--- src/rtl/fpu_arbiter.sv ---
`timescale 1ns/1ps
// Purpose: two-requester round-robin front end that shares one FP multiply(-add) unit.
// Latency: grant in IDLE, ISSUE 1 cycle, WAIT 1..TIMEOUT+1 cycles, RESP 1 cycle (min 4 cycles per op).
// Backpressure: requesters hold valid until ready; responses are one-cycle pulses with no backpressure.
//
// Ports:
//   clock, reset                 - sole clock, asynchronous active-high reset
//   io_reqN_valid/ready/op/a/b/c - requester N handshake (ready only in IDLE) and operands
//   io_respN_valid/bits/error    - one-cycle result pulse for requester N; error marks a timeout
//   io_fpu_{a,b,c}_valid/bits    - operand strobes (ISSUE only) and held operand data to the FP unit
//   io_fpu_result_valid/bits     - FP unit result, honoured only in WAIT
//   io_busy                      - high whenever an operation is in flight
module fpu_arbiter #(
    parameter int DATA_W  = 32,
    parameter int TIMEOUT = 255
) (
    input  logic              clock,
    input  logic              reset,

    input  logic              io_req0_valid,
    output logic              io_req0_ready,
    input  logic              io_req0_op,
    input  logic [DATA_W-1:0] io_req0_a,
    input  logic [DATA_W-1:0] io_req0_b,
    input  logic [DATA_W-1:0] io_req0_c,

    input  logic              io_req1_valid,
    output logic              io_req1_ready,
    input  logic              io_req1_op,
    input  logic [DATA_W-1:0] io_req1_a,
    input  logic [DATA_W-1:0] io_req1_b,
    input  logic [DATA_W-1:0] io_req1_c,

    output logic              io_resp0_valid,
    output logic [DATA_W-1:0] io_resp0_bits,
    output logic              io_resp0_error,

    output logic              io_resp1_valid,
    output logic [DATA_W-1:0] io_resp1_bits,
    output logic              io_resp1_error,

    output logic              io_fpu_a_valid,
    output logic [DATA_W-1:0] io_fpu_a_bits,
    output logic              io_fpu_b_valid,
    output logic [DATA_W-1:0] io_fpu_b_bits,
    output logic              io_fpu_c_valid,
    output logic [DATA_W-1:0] io_fpu_c_bits,

    input  logic              io_fpu_result_valid,
    input  logic [DATA_W-1:0] io_fpu_result_bits,

    output logic              io_busy
);

    localparam logic [15:0] TIMEOUT_CNT = 16'(TIMEOUT);

    typedef enum logic [1:0] {
        ST_IDLE  = 2'd0,
        ST_ISSUE = 2'd1,
        ST_WAIT  = 2'd2,
        ST_RESP  = 2'd3
    } state_t;

    state_t            state_q;
    logic              rr_ptr_q;     // requester favoured when both are valid
    logic              owner_q;      // requester owning the in-flight operation
    logic              op_q;
    logic [DATA_W-1:0] a_q;
    logic [DATA_W-1:0] b_q;
    logic [DATA_W-1:0] c_q;
    logic [DATA_W-1:0] result_q;
    logic              error_q;
    logic [15:0]       cnt_q;
    logic              fpu_ab_vld_q;
    logic              fpu_c_vld_q;
    logic              resp0_vld_q;
    logic              resp1_vld_q;
    logic              busy_q;

    // Grant decode. Requester 1 wins when it is alone or when both are
    // valid and the pointer favours it; otherwise requester 0 wins.
    logic              gnt1;
    logic              take;
    logic              sel_op;
    logic [DATA_W-1:0] sel_a;
    logic [DATA_W-1:0] sel_b;
    logic [DATA_W-1:0] sel_c;

    always_comb begin
        gnt1   = io_req1_valid & (~io_req0_valid | rr_ptr_q);
        // Gated by reset so no handshake can complete while the block is held in reset.
        take   = (state_q == ST_IDLE) & ~reset & (io_req0_valid | io_req1_valid);
        sel_op = gnt1 ? io_req1_op : io_req0_op;
        sel_a  = gnt1 ? io_req1_a  : io_req0_a;
        sel_b  = gnt1 ? io_req1_b  : io_req0_b;
        sel_c  = gnt1 ? io_req1_c  : io_req0_c;
    end

    assign io_req0_ready = take & ~gnt1;
    assign io_req1_ready = take &  gnt1;

    always_ff @(posedge clock or posedge reset) begin
        if (reset) begin
            state_q      <= ST_IDLE;
            rr_ptr_q     <= 1'b0;
            owner_q      <= 1'b0;
            op_q         <= 1'b0;
            a_q          <= '0;
            b_q          <= '0;
            c_q          <= '0;
            result_q     <= '0;
            error_q      <= 1'b0;
            cnt_q        <= '0;
            fpu_ab_vld_q <= 1'b0;
            fpu_c_vld_q  <= 1'b0;
            resp0_vld_q  <= 1'b0;
            resp1_vld_q  <= 1'b0;
            busy_q       <= 1'b0;
        end else begin
            case (state_q)
                ST_IDLE: begin
                    if (take) begin
                        owner_q      <= gnt1;
                        // Pointer always lands on the requester that was not served.
                        rr_ptr_q     <= ~gnt1;
                        op_q         <= sel_op;
                        a_q          <= sel_a;
                        b_q          <= sel_b;
                        c_q          <= sel_c;
                        fpu_ab_vld_q <= 1'b1;
                        fpu_c_vld_q  <= sel_op;
                        busy_q       <= 1'b1;
                        state_q      <= ST_ISSUE;
                    end
                end

                ST_ISSUE: begin
                    fpu_ab_vld_q <= 1'b0;
                    fpu_c_vld_q  <= 1'b0;
                    cnt_q        <= '0;
                    state_q      <= ST_WAIT;
                end

                ST_WAIT: begin
                    // A result on the same cycle as the timeout wins over the abort.
                    if (io_fpu_result_valid) begin
                        result_q    <= io_fpu_result_bits;
                        error_q     <= 1'b0;
                        resp0_vld_q <= ~owner_q;
                        resp1_vld_q <=  owner_q;
                        state_q     <= ST_RESP;
                    end else if (cnt_q == TIMEOUT_CNT) begin
                        result_q    <= '0;
                        error_q     <= 1'b1;
                        resp0_vld_q <= ~owner_q;
                        resp1_vld_q <=  owner_q;
                        state_q     <= ST_RESP;
                    end else begin
                        cnt_q <= cnt_q + 16'd1;
                    end
                end

                ST_RESP: begin
                    resp0_vld_q <= 1'b0;
                    resp1_vld_q <= 1'b0;
                    busy_q      <= 1'b0;
                    state_q     <= ST_IDLE;
                end

                default: begin
                    state_q <= ST_IDLE;
                end
            endcase
        end
    end

    // Operand data stays on the bus between issues; only the strobes pulse.
    assign io_fpu_a_valid = fpu_ab_vld_q;
    assign io_fpu_b_valid = fpu_ab_vld_q;
    assign io_fpu_c_valid = fpu_c_vld_q;
    assign io_fpu_a_bits  = a_q;
    assign io_fpu_b_bits  = b_q;
    assign io_fpu_c_bits  = c_q;

    // Response data is zeroed outside its pulse so a non-owner never sees stale results.
    assign io_resp0_valid = resp0_vld_q;
    assign io_resp0_bits  = resp0_vld_q ? result_q : '0;
    assign io_resp0_error = resp0_vld_q & error_q;
    assign io_resp1_valid = resp1_vld_q;
    assign io_resp1_bits  = resp1_vld_q ? result_q : '0;
    assign io_resp1_error = resp1_vld_q & error_q;

    assign io_busy = busy_q;

    // op_q is kept for the operand record; the c strobe is already registered from it.
    logic unused_op;
    assign unused_op = op_q;

endmodule

--- config.mk ---
export PLATFORM = sky130hd
export DESIGN_NAME = fpu_arbiter
export DESIGN_NICKNAME = d
export VERILOG_FILES = /design/src/rtl/fpu_arbiter.sv
export SDC_FILE = /design/constraint.sdc
export NUM_CORES = 1
export LEC_CHECK = 0
export CAP_MARGIN = 10
export CORE_AREA = 4 4 155 157
export DETAILED_ROUTE_END_ITERATION = 8
export DIE_AREA = 0 0 159 161
export PLACE_DENSITY = 0.67
export SYNTH_ARGS = -nofsm -noshare
export SYNTH_HDL_FRONTEND = slang
export SYNTH_SLANG_ARGS = --single-unit
--- constraint.sdc ---
create_clock -name clock -period 8.1 [get_ports clock]
set_input_delay 1.62 -clock clock [delete_from_list [all_inputs] [get_ports clock]]
set_output_delay 1.62 -clock clock [all_outputs]
set_load 0.01 [all_outputs]
=== Word level (Yosys, flattened, before mapping) ===
Cells that the tools add are included.

* Register bits after elaboration: 154
* Bits of input ports: 231
* Output and inout port bits: 170
* Word-level logic and storage cells: 77

* Add/sub/neg operators: 1
* Equality and inequality tests: 8
* Multiplexer cells: 28
* Bitwise gates (word level): 13
* Reduce and logical (&&, ||, !) cells: 13

{| class="wikitable"
|+ Operators with widths
! kind !! count
|-
| $mux W32 || 7
|-
| $mux W16 || 2
|-
| $pmux W16 S2 || 1
|-
| $add A16 B1 Y16 const B || 1
|-
| $eq A16 B8 Y1 const B || 1
|-
| $reduce_and A2 Y1 || 6
|-
| $pmux W1 S2 || 5
|-
| $reduce_bool A2 Y1 || 5
|-
| $mux W1 || 9
|-
| $pmux W2 S4 || 1
|-
| $and A1 B1 Y1 || 7
|-
| $mux W2 || 3
|-
| $ne A2 B2 Y1 const B || 3
|-
| $eq A2 B2 Y1 const B || 2
|-
| $not A1 Y1 || 4
|-
| $ne A3 B3 Y1 const B || 1
|-
| $reduce_and A3 Y1 || 1
|-
| $eq A2 B1 Y1 const B || 1
|-
| $logic_not A2 Y1 || 1
|-
| $or A1 B1 Y1 || 2
|}

=== Logic depth before layout (Yosys ltp) ===
* Depth in word-level cells: 6
* Gate-level depth with buffers: 10
* Gate-level depth less buffers: 7

=== Worst setup path after synthesis ===
No wires, ideal clock.

* Path type: input to output
* From: in io_req0_valid
* To: out io_req0_ready
* Arrival time: 2604 ps
* Data required time: 6480 ps
* Setup slack: 3876 ps
* Cell stages on the path: 5
* Path buffers: 2
* Cells stage by stage: inv_1 -> o21ai_0 -> and2_1 -> clkbuf_1 -> clkbuf_1

* Cells in the longest elaborated chain, start to end: 5
* Elaborated cells between the ends (all ways): 7
* Those cells by class: bitwise (7)

{| class="wikitable"
|+ Ends and longest elaborated chain
! what !! RTL line !! source
|-
| start, declared || 20 || <nowiki>input logic io_req0_valid,</nowiki>
|-
| $not A1 Y1 || 90 || <nowiki>gnt1 = io_req1_valid & (~io_req0_valid | rr_ptr_q);</nowiki>
|-
| $or A1 B1 Y1 || 90 ||
|-
| $and A1 B1 Y1 || 90 ||
|-
| $not A1 Y1 || 99 || <nowiki>assign io_req0_ready = take & ~gnt1;</nowiki>
|-
| $and A1 B1 Y1 (*) || 99 ||
|-
| end, declared || 21 || <nowiki>output logic io_req0_ready,</nowiki>
|}

Mark *: on every way between the ends. The rest lies on a longest branch, timed or not.

=== Worst setup path after layout ===
Ends and elaborated chain as after synthesis.

==> results.yml <==
final_layout:
  syn_to_final_growth_pct: 70.9
  final_cell_area_um2: 11600
  drive_above_1_share: 0.0449
  final_nets: 1227
  num_antenna_cells: 0
  fin_cells: 1288
pwr:
  fin_total_pwr_w: 0.00373
  sw_frac_of_total: 0.339
  max-vdd-ir-drop_mv: 0.166
  combPwrFrac: 0.423
  clock_power_share: 0.220
  power.density_nw_per_um2: 321
  power.internal_w: 0.00247
  power.leakage_nw: 5.35
  pwr-share-seq: 0.358
  switching_power_w: 0.00126
setup_path:
  r2r-end: "state_q[1]"
  rr_worst_depth: 8
  end_kind: "output pin"
  critical_path_class: "in2out"
  crit_path_start: "io_req0_valid"
  crit_fanout: 35
  crit_end: "io_req0_ready"
  crit_path_start_kind: "input port"
  cp.arrival_ns: 3.82
  r2r_slack_ns: 5.26
  r2r_start: "state_q[0]"
  crit_required_ns: 6.48
routing:
  via_per_inst: 5.07
  drt_iter0_markers: 760
  drc: 0
  wl_um: 25900
  wire_per_inst_um: 20.1
  num_vias: 6529
  firstDrtPassIters: 9
  antenna_left: 0
sta:
  fin_setup_tns_ns: 0
  post-route-period-util: 0.671
  rsz0062_at_grt: "false"
  fin_skew_ns: 0.0133
  period_minus_slack_ns: 5.44
  slew_headroom: 0.385
  slew_viol_final: 0
  finalSetupViolations: 0
  tightest_slew_ns: 0.920
  finalHoldViolCount: 0
  max_freq_ghz: 0.184
synth:
  synth.cell_area_um2: 6810
  ys_warn_count: 0
  ys_types: 38
  ys_ff_latch: 154
  syn_area_per_cell_um2: 11.1
  synthArstFlopShare: 1.00
  synthCells: 615
  synth-edff-count: 0
  ys.flop_type: "dfrtp_1"
  yosysSeqAreaShare: 0.566
  synth_nets: 852
clock_network:
  clkLatencyLatePin_ns: 0.42
  cts.sinks: 154
  postCtsResizedCells: 0
  cts_root_buf: "clkbuf_16"
  htreeDepth: 4
  clkTransAtPathRegs_ns: 0.06
  cts_tree: "yes"
  cts_buffers: 17
  postCtsSetupBuffers: 0
  clock_path_buffers: 2
  hold_buffers: 0
floorplan:
  die_width_um: 159
  core.rowCount: 55
  core-area_um2: 22500
  ios: 401
  die_y_um: 161
  design.die.area_um2: 25600
  start_util: 0.303
placement:
  portBuffers: 400
  place_inst: 1256
  dp_hpwl_um: 19000
  gp_congestion: 0.809
  dpl_cell_area_um2: 11000
flow_run:
  maxCapViolCount: 0
global_route:
  grt_max_degree: 86
  grt_pass1_wl_um: 39200
  grt_pass1_vias: 6555
  grt_overflow_total: 0
  antenna_found_initial: 0
  grt_usage: 0.193
worst_hold_path:
  min_path_type: "reg2reg"
outcome:
  status: "finished clean"
==> critical path, stage by stage <==
cell and delay (ns):
clkdlybuf4s50_1 0.50, inv_1 0.05, o21ai_0 0.49, and2_4 0.52, clkdlybuf4s50_1 0.62
==> sequential cells by signal (all words and copies together), names as in the netlist, 2 cells and up <==
signal	cells
cnt_q	16
io_fpu_a_bits	32
io_fpu_b_bits	32
io_fpu_c_bits	32
result_q	32
state_q	2
==> layer usage <==
layer	track usage	share of wire
met1	0.231	0.39
met2	0.331	0.50
met3	0.0748	0.092
met4	0.0438	0.011
met5	0	0
==> through the flow <==
step / hold WS (ns) / util / setup WS (ns)
after floorplan: 0.444 / - / 2.33
after global placement: 0.464 / 0.490 / 2.73
after detailed placement: 0.461 / 0.490 / 2.70
after CTS: 0.475 / 0.517 / 2.69
after global routing: 0.482 / 0.517 / 2.60
final: 0.471 / 0.517 / 2.66
==> cells in the mapped netlist (all sizes together), types with 5 or more instances <==
master,count,area (µm²)
dfrtp,154,3850
inv,103,387
a222oi,96,961
and2,69,432
clkbuf,42,158
a22o,32,280
o21ai,23,115
nand2,14,52.6
nor2,12,45.0
nand3,11,55.1
buf,8,43.8
ha,6,75.1
nand4,6,37.5
a21oi,5,25.0
==> area by class of cell <==
cell class,count,area (µm²)
Fill cell,2052,10900
Timing Repair Buffer,406,4050
Sequential cell,154,3850
Multi-Input combinational cell,308,2380
Clock buffer,19,443
Inverter,103,392
Tap cell,285,357
Clock inverter,13,159
==> cell families (layout without fill, tap and decap cells) <==
kind of cell    count (synthesis)  after routing  synth area share
flops                         154            154             0.566
buf+inv                       153            541            0.0864
xor+xnor                        3              3           0.00386
compound gates                168            168             0.219
mux                             4              4           0.00607
fa+ha+maj                       6              6            0.0110
simple gates                  127            127             0.107
==> cells in the final DEF, fill, tap and decap left out, drive strengths merged, types with 2 or more instances in the layout <==
master	n
nor2b	2
or4	2
dfrtp	154
a21oi	5
clkinv	2
xor2	3
nand2b	3
a32o	2
nor4	3
nand3	11
bufinv	2
o41ai	2
a21o	2
mux2i	3
a31oi	3
buf	6
and2	69
inv	108
nand2	14
clkdlybuf4s50	400
clkinvlp	4
nor2	12
nand4	6
a22o	32
o31ai	2
clkbuf	19
ha	6
a222oi	96
o21ai	23
==> power groups by stage <==
stage | registers [W] | clock network, W | logic, W
2_1_floorplan | 0.00138 | 0 | 0.000644
3_3_place_gp | 0.00133 | 0 | 0.00158
3_5_place_dp | 0.00134 | 0 | 0.00159
4_1_cts | 0.00133 | 0.000842 | 0.00160
5_1_grt | 0.00138 | 0.000876 | 0.00171
6_report | 0.00133 | 0.000819 | 0.00158
==> worst min-delay path by stage <==
stage	from	to	slack, ns	cells after the start
after floorplan	rr_ptr_q	rr_ptr_q	0.44	1
after global placement	rr_ptr_q	rr_ptr_q	0.46	1
after detailed placement	rr_ptr_q	rr_ptr_q	0.46	1
after CTS	rr_ptr_q	rr_ptr_q	0.47	1
after global routing	rr_ptr_q	rr_ptr_q	0.48	1
final	rr_ptr_q	rr_ptr_q	0.47	1
(Power assumes the default switching activity.)
